**config.mk**
```make
export PLATFORM = sky130hd
export DESIGN_NAME = fifo_rd_stream
export DESIGN_NICKNAME = d
export VERILOG_FILES = /design/src/rtl/fifo_rd_stream.sv
export SDC_FILE = /design/constraint.sdc
export NUM_CORES = 1
export LEC_CHECK = 0
export BUFFER_PORTS_ARGS = -buffer_cell sky130_fd_sc_hd__buf_2
export CORE_ASPECT_RATIO = 0.9
export CORE_MARGIN = 8
export CORE_UTILIZATION = 42
export CTS_CLUSTER_SIZE = 16
export DETAILED_ROUTE_END_ITERATION = 8
export PLACE_DENSITY_LB_ADDON = 0.05
export SLEW_MARGIN = 20
export SYNTH_ARGS = -nofsm -noshare
export SYNTH_HDL_FRONTEND = slang
export SYNTH_SLANG_ARGS = --single-unit
```
**constraint.sdc**
```tcl
create_clock -name clk -period 2.6 [get_ports clk]
set_input_delay 0.52 -clock clk [delete_from_list [all_inputs] [get_ports clk]]
set_output_delay 0.52 -clock clk [all_outputs]
set_load 0.02 [all_outputs]
```
**src/rtl/fifo_rd_stream.sv**
```systemverilog
// fifo_rd_stream: turns the async FIFO's latent read port into a first-word-fall-through
// valid/ready stream. Define FIFO_RD_STREAM_PERF_EN to add beat_cnt/stall_cnt counters.
module fifo_rd_stream #(
    parameter int DATA_WIDTH = 32,
    parameter int RD_LATENCY = 2,
    parameter int BUF_DEPTH  = 4
) (
    input  logic                           clk,
    input  logic                           rst_n,
    input  logic                           fifo_empty,
    output logic                           fifo_rd_en,
    input  logic [DATA_WIDTH-1:0]          fifo_rd_data,
    input  logic                           flush,
    output logic                           m_valid,
    input  logic                           m_ready,
    output logic [DATA_WIDTH-1:0]          m_data,
    output logic [$clog2(BUF_DEPTH+1)-1:0] level
`ifdef FIFO_RD_STREAM_PERF_EN
    ,
    output logic [31:0]                    beat_cnt,
    output logic [31:0]                    stall_cnt
`endif
);

    localparam int CW = $clog2(BUF_DEPTH + 1);
    localparam int PW = (BUF_DEPTH > 1) ? $clog2(BUF_DEPTH) : 1;
    localparam int OW = $clog2(BUF_DEPTH + RD_LATENCY + 1);

    if (RD_LATENCY < 1 || BUF_DEPTH < RD_LATENCY + 2) begin : g_bad_params
        $error("fifo_rd_stream: need RD_LATENCY >= 1 and BUF_DEPTH >= RD_LATENCY+2");
    end

    logic [DATA_WIDTH-1:0] buf_mem [BUF_DEPTH];
    logic [PW-1:0]         head;
    logic [PW-1:0]         tail;
    logic [CW-1:0]         count;
    logic [RD_LATENCY-1:0] inflight;
    logic [RD_LATENCY-1:0] kill;
    logic [OW-1:0]         occupancy;
    logic                  issue;
    logic                  ret_ok;
    logic                  pop;

    function automatic logic [OW-1:0] popcount(input logic [RD_LATENCY-1:0] v);
        logic [OW-1:0] n;
        n = '0;
        for (int i = 0; i < RD_LATENCY; i++) begin
            n = n + OW'(v[i]);
        end
        return n;
    endfunction

    function automatic logic [PW-1:0] wrap_inc(input logic [PW-1:0] p);
        return (p == PW'(BUF_DEPTH - 1)) ? '0 : p + 1'b1;
    endfunction

    // Credit rule: every outstanding read already owns a buffer slot, so the
    // buffer cannot overflow and rd_en never depends on m_ready.
    assign occupancy  = OW'(count) + popcount(inflight);
    assign issue      = rst_n && !fifo_empty && !flush && (occupancy < OW'(BUF_DEPTH));
    assign fifo_rd_en = issue;

    // The MSB of inflight marks the cycle a read's data is on fifo_rd_data.
    assign ret_ok  = inflight[RD_LATENCY-1] && !kill[RD_LATENCY-1] && !flush;
    assign m_valid = (count != '0);
    assign m_data  = buf_mem[head];
    assign pop     = m_valid && m_ready;
    assign level   = count;

    always_ff @(posedge clk or negedge rst_n) begin
        if (!rst_n) begin
            inflight <= '0;
            kill     <= '0;
        end else begin
            inflight <= (inflight << 1) | RD_LATENCY'(issue);
            // Kill bits travel alongside the in-flight bits they shadow.
            kill     <= (kill | (flush ? inflight : '0)) << 1;
        end
    end

    always_ff @(posedge clk or negedge rst_n) begin
        if (!rst_n) begin
            head  <= '0;
            tail  <= '0;
            count <= '0;
        end else if (flush) begin
            head  <= '0;
            tail  <= '0;
            count <= '0;
        end else begin
            if (ret_ok) tail <= wrap_inc(tail);
            if (pop)    head <= wrap_inc(head);
            case ({ret_ok, pop})
                2'b10:   count <= count + 1'b1;
                2'b01:   count <= count - 1'b1;
                default: count <= count;
            endcase
        end
    end

    // Entries are cleared on reset so m_data reads 0 and no stale word survives.
    always_ff @(posedge clk or negedge rst_n) begin
        if (!rst_n) begin
            for (int i = 0; i < BUF_DEPTH; i++) begin
                buf_mem[i] <= '0;
            end
        end else if (ret_ok) begin
            buf_mem[tail] <= fifo_rd_data;
        end
    end

`ifdef FIFO_RD_STREAM_PERF_EN
    always_ff @(posedge clk or negedge rst_n) begin
        if (!rst_n) begin
            beat_cnt  <= '0;
            stall_cnt <= '0;
        end else if (flush) begin
            beat_cnt  <= '0;
            stall_cnt <= '0;
        end else begin
            if (pop)                  beat_cnt  <= beat_cnt + 32'd1;
            if (m_valid && !m_ready)  stall_cnt <= stall_cnt + 32'd1;
        end
    end
`endif

endmodule

```
==> results.ini <==
[synth]
syn_nets=420
yosys.area.top_type=dfrtp_1
synth.avg_cell_area_um2=16.56
syn-instance-count=376
synth_top_area_share=0.5548
synth_seq_cells=138
yosysMostFrequentCell=dfrtp_1
async_flop_share=1.000
netlist_area_um2=6225
seq_area_frac_synth=0.5548
synthTopCellsByCount=dfrtp_1, mux2_2, mux4_2
synth_ff_type=dfrtp_1
ys_top_cells_by_area=dfrtp_1, mux2_2, mux4_2
ys_warn_count=0
synth_edf_count=0
synthDistinctLibCells=32

[route]
wl_um=12600
dr.pass1.iters=4
initialDrtViolationCount=186
drc=0
vias=3426
drt-vias-per-instance=5.175
route.antenna.remaining_nets=0
routedWlPerCell_um=19.04

[placement]
pre_cts_ws_ps=489.8
place_congestion=0.7287
hpwl_um=7970
numPlacedInstances=632
port_buffers=73
place_area_um2=6764

[floorplan]
die-area_um2=18980
coreArea_um2=14610
initial_core_util=0.4261
ios=74
die_y_um=131.5
fp.dieW_um=144.3
row_count=42

[final_layout]
nNetsFinal=497
post-route-util=0.5046
fillers=1307
n_antenna_cell=0
drive_gt1_frac=0.5841
design_area_um2=7372
instances_no_fill=662
area_delta_synth_final_pct=18.43

[worst_setup_path]
crit_type=flip-flop to primary output
critPathArrivalTime_ps=1910
required_ps=2080
endpoint_kind=primary output
path_max_fanout=18
start_kind=flip-flop

[power_and_ir_drop]
power_frac_comb=0.274
clockPowerShare=0.346
p_int_mw=5.004
power_mw=7.032
p_leak_nw=3.499
pwr-share-seq=0.380
sw_frac_of_total=0.2884
peakVddDrop_uv=461.6
powerDensity_nw_per_um2=953.8
p_sw_mw=2.028

[timing]
setup_tns_ps=0
rsz0062_at_grt=no
relSlewSlack=0.4943
finalSetupViolCount=0
finalCriticalPeriod_ps=2427
fin_ws_ps=173.4
tightestPinTransition_ps=758.5
finalHoldViolCount=0
fmax_ghz=0.4121
fin_crit_sh=0.9333
skew_ps=5.534
hold-worst-slack_ps=227.4
slew_viol_final=0

[clocking]
worstSkewPairLatency_ps=410
htree_num_levels=4
cts.sinks=138
cts_root_buf=clkbuf_16
postCtsSetupBuffers=0
postCtsHoldBufs=0
cts_tree=yes
post_cts_resized=0
clkTransAtPathRegs_ps=50
clockBufferDepth=2
cts_made_buffers=17

[worst_hold_path]
min_path_type=input port to asynchronous set/reset pin

[global_route]
grt.total_usage=0.1475
grt_pass1_vias=3894
grt_max_degree=139
grt_pass1_wl_um=21180
antenna_found_initial=1
grt_overflow_total=0

[outcome]
status=completed

[run]
maxCapViolations=0

## power groups by stage
stage | logic, mW | registers (mW) | clock network (mW)
floorplan | 1.39 | 2.65 | 0
finish | 1.93 | 2.67 | 2.43
global placement | 1.94 | 2.69 | 0
global route | 2.09 | 2.72 | 2.61
CTS | 1.98 | 2.67 | 2.50
detailed placement | 1.97 | 2.70 | 0
## worst max-delay path: stages (launching register included)
cell and delay, ps:
dfrtp_2 350, buf_4 360, mux4_2 600, buf_2 190
## placed cells by master, fill, tap and decap left out, types with 2 or more instances in the layout
cell type	instances
ha_1	6
bufinv_16	3
mux4_2	32
nand2b_1	2
buf_12	4
dfrtp_1	135
clkinv_2	4
inv_1	4
and2_2	4
dfrtp_2	3
mux2_1	11
clkbuf_8	4
or3_1	3
clkbuf_16	17
a21oi_1	4
o21ai_0	3
buf_4	6
mux2_2	117
nor2_1	6
buf_2	72
nand2_1	5
## layer usage
metal  global-route usage  vias up  share of wire  wire length [um]
met5                    0        -        0.00079                10
met4              0.05546        2          0.015               189
met3              0.04888       16          0.048               606
met2               0.2316       58           0.49              6183
met1               0.1850     1796           0.45              5615
li1                     -     1554              -                 -
## kinds of logic (layout without fill, tap and decap cells)
| family | after synthesis | in the layout | synth area share |
|---|---|---|---|
| buf+inv | 29 | 117 | 0.03658 |
| fa+ha+maj | 7 | 7 | 0.01528 |
| compound gates | 12 | 12 | 0.01487 |
| simple gates | 28 | 28 | 0.02593 |
| flops | 138 | 138 | 0.5548 |
| xor+xnor | 1 | 1 | 0.003618 |
| mux | 161 | 161 | 0.3489 |
## cell type report
class | count | area [um^2] | area share
well taps | 198 | 247.7 | 0.03360
repair buffers | 83 | 496.7 | 0.06738
clock inverters | 8 | 117.6 | 0.01595
multi-input cells | 209 | 2554 | 0.3464
clock buffers | 22 | 484.2 | 0.06568
flip-flops and latches | 138 | 3457 | 0.4689
inverters | 4 | 15.01 | 0.002037
## final timing paths
path                                            end  depth (start not counted)  slack [ps]             startpoint
max in group asynchronous      level[0]$_DFFE_PN0P_                          2        1740                  rst_n
min in group clk            buf_mem[22]$_DFFE_PN0P_                          2         370       fifo_rd_data[22]
hold reg to reg               inflight[1]$_DFF_PN0_                          0         410  inflight[0]$_DFF_PN0_
setup reg to reg               level[2]$_DFFE_PN0P_                          5         530   level[1]$_DFFE_PN0P_
setup / recovery                         m_data[31]                          3         170    head[0]$_DFFE_PN0P_
hold / removal             buf_mem[109]$_DFFE_PN0P_                          2         230                  rst_n
## state kept, by name, indices dropped and copies added, names as in the netlist
| signal | flops |
|---|---|
| buf_mem | 128 |
| head | 2 |
| inflight | 2 |
| kill | 1 |
| level | 3 |
| tail | 2 |
No activity file was read; power rests on OpenSTA's default activity.
